`config.mk`:
```
export PLATFORM = sky130hd
export DESIGN_NAME = motion_sequencer
export DESIGN_NICKNAME = d
export VERILOG_FILES = /design/src/rtl/smartcar_pkg.sv /design/src/rtl/hold_timer.sv /design/src/rtl/motion_sequencer.sv
export SDC_FILE = /design/constraint.sdc
export NUM_CORES = 1
export LEC_CHECK = 0
export CORE_MARGIN = 5
export CORE_UTILIZATION = 50
export CTS_CLUSTER_DIAMETER = 120
export DETAILED_ROUTE_END_ITERATION = 6
export GPL_TIMING_DRIVEN = 0
export HOLD_SLACK_MARGIN = 0.12
export MAX_ROUTING_LAYER = met4
export PLACE_DENSITY_LB_ADDON = 0.12
export SLEW_MARGIN = 20
export SYNTH_ARGS = -nofsm -noshare
export SYNTH_HDL_FRONTEND = slang
export SYNTH_SLANG_ARGS = --single-unit
```
`constraint.sdc`:
```
create_clock -name clk -period 2.7 [get_ports clk]
set_clock_uncertainty 0.2 [all_clocks]
set_input_delay 0.675 -clock clk [delete_from_list [all_inputs] [get_ports clk]]
set_output_delay 0.675 -clock clk [all_outputs]
set_load 0.05 [all_outputs]
```
`src/rtl/smartcar_pkg.sv`:
```
// Shared types and constants for the smart-car drive sequencer.
// States, track classes, speed/ctrl codes, LED patterns, drive helpers.
package smartcar_pkg;

    typedef enum logic [2:0] {
        ST_IDLE      = 3'd0,
        ST_TRACK     = 3'd1,
        ST_TURN_HOLD = 3'd2,
        ST_LOST      = 3'd3,
        ST_FAULT     = 3'd4,
        ST_OBST_STOP = 3'd5
    } state_t;

    typedef enum logic [2:0] {
        TC_SHARP_R,
        TC_SHARP_L,
        TC_EDGE_L,
        TC_EDGE_R,
        TC_MILD_L,
        TC_MILD_R,
        TC_STRAIGHT,
        TC_LOST
    } track_t;

    localparam logic [2:0] SPD_0   = 3'd0;
    localparam logic [2:0] SPD_150 = 3'd1;
    localparam logic [2:0] SPD_220 = 3'd2;
    localparam logic [2:0] SPD_250 = 3'd3;
    localparam logic [2:0] SPD_255 = 3'd4;

    localparam logic [1:0] CTL_FWD = 2'b01;
    localparam logic [1:0] CTL_REV = 2'b10;
    localparam logic [1:0] CTL_BRK = 2'b00;

    localparam logic [3:0] LED_OFF      = 4'b0000;
    localparam logic [3:0] LED_SHARP_R  = 4'b0011;
    localparam logic [3:0] LED_SHARP_L  = 4'b1100;
    localparam logic [3:0] LED_EDGE_L   = 4'b1000;
    localparam logic [3:0] LED_EDGE_R   = 4'b0001;
    localparam logic [3:0] LED_MILD_L   = 4'b0100;
    localparam logic [3:0] LED_MILD_R   = 4'b0010;
    localparam logic [3:0] LED_STRAIGHT = 4'b0110;
    localparam logic [3:0] LED_LOST     = 4'b1111;
    localparam logic [3:0] LED_FAULT    = 4'b1111;
    localparam logic [3:0] LED_OBST     = 4'b1001;

    typedef struct packed {
        logic [2:0] spd1;
        logic [2:0] spd2;
        logic [1:0] ctl1;
        logic [1:0] ctl2;
        logic [3:0] led;
    } drive_t;

    localparam drive_t DRV_OBST  = {SPD_0, SPD_0, CTL_BRK, CTL_BRK, LED_OBST};
    localparam drive_t DRV_FAULT = {SPD_0, SPD_0, CTL_BRK, CTL_BRK, LED_FAULT};

    // Detector bits are active-low; the first matching rule wins.
    function automatic track_t classify(input logic [3:0] s);
        logic [3:0] v;
        v = ~s;
        if ((v[3] | v[2]) & v[0]) return TC_SHARP_R;
        if (v[3] & (v[1] | v[0])) return TC_SHARP_L;
        if (v[3]) return TC_EDGE_L;
        if (v[0]) return TC_EDGE_R;
        if (v[2] & ~v[1]) return TC_MILD_L;
        if (~v[2] & v[1]) return TC_MILD_R;
        if (v[2] & v[1]) return TC_STRAIGHT;
        return TC_LOST;
    endfunction

    function automatic drive_t pivot(
        input logic       left,
        input logic [2:0] spd,
        input logic [3:0] led
    );
        drive_t d;
        d.spd1 = spd;
        d.spd2 = spd;
        d.ctl1 = left ? CTL_REV : CTL_FWD;
        d.ctl2 = left ? CTL_FWD : CTL_REV;
        d.led  = led;
        return d;
    endfunction

    function automatic drive_t cruise(
        input logic [2:0] s1,
        input logic [2:0] s2,
        input logic [3:0] led
    );
        return {s1, s2, CTL_FWD, CTL_FWD, led};
    endfunction

    function automatic drive_t track_drive(input track_t tc);
        case (tc)
            TC_SHARP_R:  return pivot(1'b0, SPD_250, LED_SHARP_R);
            TC_SHARP_L:  return pivot(1'b1, SPD_250, LED_SHARP_L);
            TC_EDGE_L:   return pivot(1'b1, SPD_150, LED_EDGE_L);
            TC_EDGE_R:   return pivot(1'b0, SPD_150, LED_EDGE_R);
            TC_MILD_L:   return cruise(SPD_0, SPD_220, LED_MILD_L);
            TC_MILD_R:   return cruise(SPD_220, SPD_0, LED_MILD_R);
            TC_STRAIGHT: return cruise(SPD_255, SPD_255, LED_STRAIGHT);
            default:     return cruise(SPD_150, SPD_150, LED_LOST);
        endcase
    endfunction

    function automatic drive_t man_drive(input logic [1:0] cmd);
        unique case (cmd)
            2'b01:   return cruise(SPD_255, SPD_255, LED_OFF);
            2'b10:   return pivot(1'b1, SPD_150, LED_OFF);
            2'b11:   return pivot(1'b0, SPD_150, LED_OFF);
            default: return '0;
        endcase
    endfunction

endpackage

```
`src/rtl/hold_timer.sv`:
```
// Millisecond down-counter for turn holds, line search and obstacle clear.
// A load always beats a decrement; expire pulses on the tick at count 1.
module hold_timer
    import smartcar_pkg::*;
#(
    parameter int TW = 8
) (
    input  logic          clk,
    input  logic          rst_n,
    input  logic          load,
    input  logic [TW-1:0] load_val,
    input  logic          tick,
    output logic          expire
);

    logic [TW-1:0] count;

    always_ff @(posedge clk) begin
        if (!rst_n) begin
            count <= '0;
        end else if (load) begin
            count <= load_val;
        end else if (tick && count != '0) begin
            count <= count - 1'b1;
        end
    end

    assign expire = tick && !load && (count == TW'(1));

endmodule

```
`src/rtl/motion_sequencer.sv`:
```
// Line-tracking drive sequencer: sensors -> per-wheel speed/ctrl codes.
// Define LOST_SEARCH_EN for directional line search with FAULT timeout.
module motion_sequencer
    import smartcar_pkg::*;
#(
    parameter int HOLD_SHARP_MS = 80,
    parameter int HOLD_EDGE_MS  = 2,
    parameter int LOST_MS       = 200,
    parameter int CLEAR_MS      = 50,
    parameter int TW            = 8
) (
    input  logic       clk,
    input  logic       rst_n,
    input  logic       tick_1ms,
    input  logic       En_Tracing,
    input  logic [3:0] PathDectSignal,
    input  logic       obstacle,
    input  logic [1:0] man_cmd,
    output logic [2:0] speed_code_1,
    output logic [2:0] speed_code_2,
    output logic [1:0] Control_Wheel_1,
    output logic [1:0] Control_Wheel_2,
    output logic [3:0] Led_Direction,
    output logic [2:0] state_o
);

    localparam logic [TW-1:0] T_SHARP = TW'(HOLD_SHARP_MS);
    localparam logic [TW-1:0] T_EDGE  = TW'(HOLD_EDGE_MS);
    localparam logic [TW-1:0] T_LOST  = TW'(LOST_MS);
    localparam logic [TW-1:0] T_CLEAR = TW'(CLEAR_MS);

    logic [5:0]    sync1;
    logic [5:0]    sync2;
    logic          en_s;
    logic [3:0]    path_s;
    logic          obst_s;
    logic          seen;
    track_t        tc;
    drive_t        trk;
    drive_t        drv;
    state_t        state;
    logic          load;
    logic [TW-1:0] load_val;
    logic          expire;

    always_ff @(posedge clk) begin
        if (!rst_n) begin
            sync1 <= '0;
            sync2 <= '0;
        end else begin
            sync1 <= {En_Tracing, PathDectSignal, obstacle};
            sync2 <= sync1;
        end
    end

    assign en_s   = sync2[5];
    assign path_s = sync2[4:1];
    assign obst_s = sync2[0];
    assign seen   = ~&path_s;
    assign tc     = classify(path_s);

`ifdef LOST_SEARCH_EN
    logic dir;
    logic dir_nxt;

    always_comb begin
        dir_nxt = dir;
        case (tc)
            TC_SHARP_L, TC_EDGE_L, TC_MILD_L: dir_nxt = 1'b1;
            TC_SHARP_R, TC_EDGE_R, TC_MILD_R: dir_nxt = 1'b0;
            default: ;
        endcase
    end

    // Last heading is learnt only from decisions taken while tracking.
    always_ff @(posedge clk) begin
        if (!rst_n) begin
            dir <= 1'b0;
        end else if (en_s && !obst_s && state == ST_TRACK) begin
            dir <= dir_nxt;
        end
    end

    always_comb begin
        trk = track_drive(tc);
        if (tc == TC_LOST) trk = pivot(dir, SPD_150, LED_LOST);
    end
`else
    assign trk = track_drive(tc);
`endif

    always_comb begin
        load     = 1'b0;
        load_val = '0;
        if (en_s) begin
            if (obst_s && state inside
                {ST_TRACK, ST_TURN_HOLD, ST_LOST, ST_OBST_STOP}) begin
                load     = 1'b1;
                load_val = T_CLEAR;
            end else if (state == ST_TRACK) begin
                case (tc)
                    TC_SHARP_R, TC_SHARP_L: begin
                        load     = 1'b1;
                        load_val = T_SHARP;
                    end
                    TC_EDGE_L, TC_EDGE_R: begin
                        load     = 1'b1;
                        load_val = T_EDGE;
                    end
                    TC_LOST: begin
                        load     = 1'b1;
                        load_val = T_LOST;
                    end
                    default: ;
                endcase
            end
        end
    end

    hold_timer #(.TW(TW)) u_timer (
        .clk      (clk),
        .rst_n    (rst_n),
        .load     (load),
        .load_val (load_val),
        .tick     (tick_1ms),
        .expire   (expire)
    );

    // Every re-entry to TRACK already shows the decode of current sensors.
    always_ff @(posedge clk) begin
        if (!rst_n) begin
            state <= ST_IDLE;
            drv   <= '0;
        end else if (!en_s) begin
            state <= ST_IDLE;
            drv   <= man_drive(man_cmd);
        end else if (obst_s && state inside
                     {ST_TRACK, ST_TURN_HOLD, ST_LOST}) begin
            state <= ST_OBST_STOP;
            drv   <= DRV_OBST;
        end else begin
            unique case (state)
                ST_IDLE: begin
                    state <= ST_TRACK;
                    drv   <= trk;
                end
                ST_TRACK: begin
                    drv <= trk;
                    case (tc)
                        TC_SHARP_R, TC_SHARP_L,
                        TC_EDGE_L, TC_EDGE_R: state <= ST_TURN_HOLD;
                        TC_LOST:              state <= ST_LOST;
                        default:              state <= ST_TRACK;
                    endcase
                end
                ST_TURN_HOLD: begin
                    if (expire) begin
                        state <= ST_TRACK;
                        drv   <= trk;
                    end
                end
                ST_LOST: begin
                    if (seen) begin
                        state <= ST_TRACK;
                        drv   <= trk;
                    end
`ifdef LOST_SEARCH_EN
                    else if (expire) begin
                        state <= ST_FAULT;
                        drv   <= DRV_FAULT;
                    end
`endif
                end
                ST_OBST_STOP: begin
                    if (!obst_s && expire) begin
                        state <= ST_TRACK;
                        drv   <= trk;
                    end
                end
                ST_FAULT: ;
                default: state <= ST_IDLE;
            endcase
        end
    end

    assign speed_code_1    = drv.spd1;
    assign speed_code_2    = drv.spd2;
    assign Control_Wheel_1 = drv.ctl1;
    assign Control_Wheel_2 = drv.ctl2;
    assign Led_Direction   = drv.led;
    assign state_o         = state;

endmodule

```
==> results of run 1 <==
per-layer routing:
layer / vias to the layer above / track usage / routed length (µm)
met3: 6 / 0.0497 / 257
met1: 762 / 0.223 / 1970
met5: - / - / 0
met4: 0 / 0.0564 / 51
met2: 55 / 0.276 / 1890
li1: 848 / - / -
worst min-delay path by stage:
| stage | start | end | slack (ps) |
|---|---|---|---|
| 2_1_floorplan | sync1[0] | sync2[0] | 210 |
| 3_3_place_gp | sync1[0] | sync2[0] | 210 |
| 3_5_place_dp | sync1[1] | sync2[1] | 220 |
| 4_1_cts | sync1[1] | sync2[1] | 240 |
| 5_1_grt | sync1[4] | sync2[4] | 260 |
| 6_report | sync1[4] | sync2[4] | 230 |
cells in the mapped netlist (3+ instances only):
| cell type | instances |
|---|---|
| inv_1 | 17 |
| a31oi_1 | 6 |
| and2_1 | 13 |
| o21ai_0 | 10 |
| xor2_1 | 3 |
| o21ai_1 | 4 |
| dfxtp_1 | 35 |
| nor2_1 | 12 |
| nor2b_1 | 3 |
| ha_1 | 8 |
| nand3_1 | 7 |
| clkbuf_1 | 6 |
| nand4_1 | 5 |
| nor3_1 | 4 |
| a21oi_1 | 7 |
| nand2_1 | 21 |
| o21a_1 | 3 |
| mux2i_1 | 3 |
per-stage QoR:
step                hold WS (ps)  power (mW)  std cells  utilization
finish                       231        1.54        298        0.630
detailed placement           218        1.17        290        0.599
CTS                          236        1.55        298        0.626
floorplan                    212        1.05        216            -
global placement             214        1.16        290        0.599
global route                 261        1.65        298        0.630
worst reg2reg max path, stage by stage, from the launching register on:
cell and delay (ps):
dfxtp_1 450, inv_1 70, ha_1 400, o311ai_4 400
nand4_1 310, nor2_2 270, a2bb2oi_1 190, o221a_2 190
power by group:
group          internal, mW  switching [mW]  total, mW
clock                 0.179           0.197      0.377
sequential            0.583          0.0843      0.667
combinational         0.227           0.270      0.497
kinds of logic (layout without fill, tap and decap cells):
group,Yosys count,after routing
compound gates,60,60
xor+xnor,4,4
mux,3,3
simple gates,79,79
buf+inv,27,61
flops,35,35
fa+ha+maj,8,8
layout make-up:
| cell class | instances | area (µm²) | share of cell area |
|---|---|---|---|
| repair buffers | 26 | 260 | 0.114 |
| plain buffers | 10 | 47.5 | 0.0208 |
| clock inverters | 3 | 20.0 | 0.00874 |
| well taps | 48 | 60.1 | 0.0262 |
| flip-flops and latches | 35 | 701 | 0.306 |
| multi-input cells | 154 | 1070 | 0.467 |
| inverters | 17 | 63.8 | 0.0279 |
| clock buffers | 5 | 68.8 | 0.0301 |
flip-flops by register name (all words and copies together), names as in the netlist:
| signal | count |
|---|---|
| Led_Direction | 4 |
| u_timer.count | 8 |
| Control_Wheel_1 | 2 |
| speed_code_2 | 1 |
| state_o | 3 |
| Control_Wheel_2 | 2 |
| sync2 | 6 |
| sync1 | 6 |
| speed_code_1 | 3 |
==> reports/qor.yml, run 1 <==
status:
  status: "completed"
logic_synthesis:
  synth-main-ff-cell: "dfxtp_1"
  yosysWarnings: 0
  synthArstFlopShare: 0
  yosys.cell_types.count: 56
  yosysTopAreaCell: "dfxtp_1"
  syn_inst: 216
  synth.area.mux_share: 0.0162
  yosysTopAreaCellShare: 0.377
  synth_top_family_by_area: "simple AND/OR/NAND/NOR gates"
  yosys-top-cells-area: "dfxtp_1 38%, ha_1 5.4%, and2_1 4.4%"
  synth-simple-area-share: 0.238
  synthXorXnorAreaFrac: 0.0189
  yosysSeqAreaShare: 0.377
  synth-compound-area-share: 0.236
  syn_avg_cell_area_um2: 8.60
  synth_edf_count: 0
  syn_area_um2: 1860
  synth_fa_ha_area_frac: 0.0539
  syn_nets: 235
  synth-seq-cells: 35
route:
  drc: 0
  drtIter0Drc: 118
  wire_per_inst_um: 14.0
  via_per_inst: 5.61
  antenna_left: 0
  routed_wl_um: 4160
  via_count: 1671
  firstDrtPassIters: 4
setup_path:
  worstPathBufferInverterCount: 1
  cpPeakStageDelay_ps: 450
  r2r.worst_path.cells: 7
  worstPathCellList: "inv_1 -> ha_1 -> o311ai_4 -> nand4_1 -> nor2_2 -> a2bb2oi_1 -> o221a_2"
  critPathKind: "reg -> reg"
  rrSetupSlack_ps: 170
  rr_startpoint: "sync2[2]"
  startpoint: "sync2[2]"
  required_ps: 2740
  r2r-end: "u_timer.count[7]"
  critPathTopFamily: "compound AO/OA/AOI/OAI gates"
  cp.arrival_ps: 2570
  critical_path_depth: 7
  crit_path_start_kind: "flip-flop"
  endpoint_kind: "flip-flop"
  worstPathMaxFanout: 7
  crit_end: "u_timer.count[7]"
  crit_path_top_delay_cell: "dfxtp_1"
placement:
  gp_congestion: 0.898
  placedInstanceArea_um2: 2180
  pre_cts_ws_ps: -73.9
  hpwl_um: 3130
  port_buffers: 26
hold_path:
  hold_depth: 1
  hp-class: "reg -> reg"
clock_tree:
  clockRootBuffer: "clkbuf_8"
  cts_resized: 1
  cts.path.max_buffers: 2
  clkTransAtPathRegs_ps: 80
  hold_buffers: 0
  clk_latency_ps: 290
  clkSinkCount: 35
  cts_tree: "yes"
  cts-htree-levels: 2
  cts_inserted_buffers: 5
  cts_setup_buffers: 0
layout:
  n_fill_cell: 349
  drive_gt1_frac: 0.0960
  design_area_um2: 2290
  final_cell_mix: "35 x dfxtp_1, 26 x clkdlybuf4s50_1, 21 x nand2_1, 17 x inv_1, 13 x and2_1"
  area_growth_syn_to_layout_pct: 23.3
  num-nets-final: 268
  n_antenna_cell: 0
  final_common_cell: "dfxtp_1"
grt:
  grt_pass1_wl_um: 7070
  antenna_found_initial: 0
  gr-usage-all-layers: 0.178
  grt_overflow: 0
  grt_max_degree: 13
  first_global_vias: 1522
sta:
  layout_min_cycle_time_ps: 2530
  hold_viol_final: 0
  worst_slack_ps: 168
  max-slew-margin-rel: 0.552
  fmax_mhz: 395
  maxSlewViolCount: 0
  rsz0062_at_grt: "false"
  fin_setup_tns_ps: 0
  worst_slew_pin_slew_ps: 665
  fin_crit_sh: 0.938
  setup_viol: 0
floorplanning:
  dieHeight_um: 70.9
  std_cell_rows: 22
  io_pins: 28
  start_util: 0.511
  fp.dieArea_um2: 5030
  core_um2: 3630
  die_width_um: 70.9
power:
  power_density_nw_per_um2: 673
  irDropWorstVdd_v: 0.000441
  leakagePower_nw: 0.853
flow_run:
  drv_cap: 0
Power figures use the tool's default switching activity.
==> run 2: changes to the inputs <==
- CORE_MARGIN: 5 -> default
- GPL_TIMING_DRIVEN: 0 -> default
==> reports/qor.yml, run 2 (synthesis results as in run 1) <==
grt:
  antenna_found_initial: 0
  grt_overflow: 0
  gr-usage-all-layers: 0.242
  grt_max_degree: 25
  first_global_vias: 1689
  grt_pass1_wl_um: 7310
sta:
  rsz0062_at_grt: "false"
  maxSlewViolCount: 0
  fin_setup_tns_ps: 0
  layout_min_cycle_time_ps: 2590
  max-slew-margin-rel: 0.511
  fmax_mhz: 387
  hold_viol_final: 0
  setup_viol: 0
  worst_slew_pin_slew_ps: 728
  fin_crit_sh: 0.958
setup_path:
  critPathTopFamily: "buffers and inverters"
  required_ps: 1820
  crit_path_top_delay_cell: "clkdlybuf4s50_1"
  rrSetupSlack_ps: 250
  crit_path_start_kind: "flip-flop"
  cpPeakStageDelay_ps: 880
  worstPathCellList: "clkdlybuf4s50_1"
  critPathKind: "reg -> out"
  endpoint_kind: "primary output"
  worstPathMaxFanout: 12
  worstPathBufferInverterCount: 1
  cp.arrival_ps: 1710
power:
  switching_share: 0.327
  irDropWorstVdd_v: 0.000601
  p_clk_frac: 0.292
  leakagePower_nw: 0.887
  power_switching_mw: 0.547
  pwr-share-seq: 0.401
  p_int_mw: 1.12
  p_comb_frac: 0.306
  power_density_nw_per_um2: 725
clock_tree:
  clockRootBuffer: "clkbuf_8"
  cts_setup_buffers: 0
  cts-htree-levels: 2
  cts.path.max_buffers: 2
  clkSinkCount: 35
  cts_resized: 0
  hold_buffers: 0
  cts_inserted_buffers: 5
  cts_tree: "yes"
  clkTransAtPathRegs_ps: 70
  clk_latency_ps: 290
status:
  status: "completed"
flow_run:
  drv_cap: 0
floorplanning:
  fp.dieArea_um2: 3960
  core_um2: 3440
  std_cell_rows: 21
  io_pins: 28
  die_width_um: 62.9
  start_util: 0.539
  dieHeight_um: 62.9
layout:
  largest_reg_flops: 8
  num-nets-final: 266
  design_area_um2: 2310
  final_cell_mix: "35 x dfxtp_1, 27 x clkdlybuf4s50_1, 21 x nand2_1, 17 x inv_1, 13 x and2_1"
  top_register: "u_timer.count"
  final_common_cell: "dfxtp_1"
  n_antenna_cell: 0
  drive_gt1_frac: 0.0968
  reg_top3: "u_timer.count x8, sync1 x6, sync2 x6"
  area_growth_syn_to_layout_pct: 24.3
placement:
  hpwl_um: 2930
  placedInstanceArea_um2: 2190
  port_buffers: 27
  gp_congestion: 0.930
route:
  drtIter0Drc: 146
  via_count: 1677
  drc: 0
  firstDrtPassIters: 5
  routed_wl_um: 4030
  antenna_left: 0
  wire_per_inst_um: 13.7
  via_per_inst: 5.70
hold_path:
  hp-class: "reg -> reg"
## run 2: path summary, 6_finish.rpt
| path | from | end | cells after the start |
|---|---|---|---|
| max | state_o[0] | state_o[0] | 1 |
| min | sync1[0] | sync2[0] | 1 |
| max reg2reg | sync2[3] | u_timer.count[7] | 8 |
| min reg2reg | sync1[0] | sync2[0] | 1 |
## run 2: cell type report
type,count,area [µm²]
clock buffer,6,82.6
clock inverter,2,35.0
fill,301,1130
inverter,17,63.8
multi-input combinational,154,1040
sequential,35,701
tap,46,57.6
timing repair buffer,34,323
## run 2: per-layer routing
layer  up-vias  GRT usage  share of wire  wire length, µm
li1        846          -              -                -
met3        10     0.0730          0.054              219
met1       767      0.292           0.48             1940
met5         -          -              0                0
met4         0      0.113          0.024               95
met2        54      0.364           0.44             1770
## run 2: metrics by stage
step            util  hold slack [ps]  cells  power (mW)  worst slack (ps)
6_report       0.670              236    294        1.67               113
2_1_floorplan      -              212    216        1.05               423
3_3_place_gp   0.636              213    286        1.18               124
3_5_place_dp   0.636              223    286        1.19              79.0
4_1_cts        0.670              239    294        1.68               110
5_1_grt        0.670              248    294        1.79              14.6
## run 2: power groups by stage
stage | logic [mW] | clock network, mW | registers [mW]
5_1_grt | 0.579 | 0.527 | 0.683
2_1_floorplan | 0.364 | 0 | 0.688
3_5_place_dp | 0.507 | 0 | 0.681
3_3_place_gp | 0.498 | 0 | 0.680
6_report | 0.512 | 0.489 | 0.671
4_1_cts | 0.512 | 0.499 | 0.669
==> run 3: changes to the inputs <==
- CORE_MARGIN: default -> 10
==> reports/qor.yml, run 3 (synthesis results as in run 1) <==
hold_path:
  hold_depth: 1
  worstHoldEndpoint: "sync2[5]"
  min-delay-start: "sync1[5]"
  hp-class: "reg -> reg"
setup_path:
  crit_path_start_kind: "flip-flop"
  worstPathMaxFanout: 9
  critPathKind: "reg -> out"
  r2r-end: "u_timer.count[6]"
  r2r.worst_path.cells: 8
  crit_path_top_delay_cell: "clkdlybuf4s50_1"
  worstPathBufferInverterCount: 1
  worstPathCellList: "clkdlybuf4s50_1"
  required_ps: 1820
  rr_startpoint: "sync2[3]"
  rrSetupSlack_ps: 220
  cp.arrival_ps: 1700
  critPathTopFamily: "buffers and inverters"
  cpPeakStageDelay_ps: 880
  endpoint_kind: "primary output"
placement:
  port_buffers: 27
  hpwl_um: 3130
  place_inst: 289
  gp_congestion: 0.878
sta:
  max-slew-margin-rel: 0.537
  maxSlewViolCount: 0
  hold_viol_final: 0
  fin_setup_tns_ps: 0
  layout_min_cycle_time_ps: 2580
  fin_crit_sh: 0.955
  worst_slew_pin_slew_ps: 690
  setup_viol: 0
  fmax_mhz: 388
  rsz0062_at_grt: "false"
layout:
  n_antenna_cell: 0
  top_register: "u_timer.count"
  fin_cells: 297
  final_cell_mix: "35 x dfxtp_1, 26 x clkdlybuf4s50_1, 21 x nand2_1, 17 x inv_1, 13 x and2_1"
  num-nets-final: 267
  reg_top3: "u_timer.count x8, sync1 x6, sync2 x6"
  drive_gt1_frac: 0.104
  final_common_cell: "dfxtp_1"
  area_growth_syn_to_layout_pct: 25.7
  largest_reg_flops: 8
clock_tree:
  clk_latency_ps: 290
  clkSinkCount: 35
  cts_inserted_buffers: 5
  cts-htree-levels: 2
  cts_tree: "yes"
  clockRootBuffer: "clkbuf_8"
  cts_setup_buffers: 0
  clkTransAtPathRegs_ps: 80
  cts.path.max_buffers: 2
  hold_buffers: 0
  cts_resized: 0
route:
  drtIter0Drc: 99
  drc: 0
  wire_per_inst_um: 14.2
  via_count: 1634
  firstDrtPassIters: 4
  via_per_inst: 5.50
  antenna_left: 0
  routed_wl_um: 4220
grt:
  gr-usage-all-layers: 0.135
  grt_pass1_wl_um: 6840
  grt_overflow: 0
  first_global_vias: 1515
  grt_max_degree: 28
  antenna_found_initial: 0
flow_run:
  drv_cap: 0
status:
  status: "completed"
power:
  p_clk_frac: 0.330
  power_switching_mw: 0.548
  p_comb_frac: 0.282
  pwr-share-seq: 0.388
  p_int_mw: 1.18
  leakagePower_nw: 0.898
  power_density_nw_per_um2: 740
  irDropWorstVdd_v: 0.000598
  switching_share: 0.318
floorplanning:
  std_cell_rows: 22
  dieHeight_um: 80.9
  start_util: 0.511
  core_um2: 3630
  io_pins: 28
  die_width_um: 80.9
  fp.dieArea_um2: 6550
-- run 3: worst max path at each step --
| stage | slack (ps) | cells past startpoint | from | end |
|---|---|---|---|---|
| 6_report | 120 | 1 | state_o[2] | state_o[2] |
| 5_1_grt | 20 | 8 | sync2[3] | u_timer.count[6] |
| 4_1_cts | 120 | 1 | state_o[2] | state_o[2] |
| 3_5_place_dp | 60 | 5 | tick_1ms | state_o[1] |
| 3_3_place_gp | 120 | 6 | tick_1ms | Led_Direction[0] |
| 2_1_floorplan | 420 | 6 | state_o[0] | Led_Direction[0] |
-- run 3: layout make-up --
cell class / instances / area [µm²]
clock buffers: 5 / 68.8
clock inverters: 3 / 67.6
fillers: 328 / 1300
inverters: 17 / 63.8
multi-input cells: 154 / 1040
flip-flops and latches: 35 / 701
well taps: 48 / 60.1
repair buffers: 35 / 328
-- run 3: per-stage QoR --
| step | cell area [µm²] | utilization | hold WS (ps) | total power, mW | setup WS, ps |
|---|---|---|---|---|---|
| 2_1_floorplan | 1860 | - | 212 | 1.05 | 423 |
| 3_5_place_dp | 2200 | 0.605 | 217 | 1.17 | 61.5 |
| 3_3_place_gp | 2200 | 0.605 | 213 | 1.16 | 123 |
| 4_1_cts | 2330 | 0.642 | 234 | 1.73 | 121 |
| 6_report | 2330 | 0.642 | 231 | 1.73 | 121 |
| 5_1_grt | 2330 | 0.642 | 247 | 1.83 | 22.7 |
-- run 3: layer usage --
layer | global-route usage | vias up | wire length [µm]
li1 | - | 842 | -
met1 | 0.170 | 743 | 2020
met2 | 0.201 | 43 | 1900
met3 | 0.0375 | 6 | 246
met4 | 0.0467 | 0 | 51
met5 | - | - | 0
-- run 3: power groups by stage --
stage | Clock (mW) | Combinational (mW) | Sequential (mW)
after floorplan | 0 | 0.364 | 0.688
after global placement | 0 | 0.480 | 0.679
after detailed placement | 0 | 0.485 | 0.682
after CTS | 0.574 | 0.490 | 0.669
after global routing | 0.599 | 0.546 | 0.683
final | 0.569 | 0.487 | 0.670
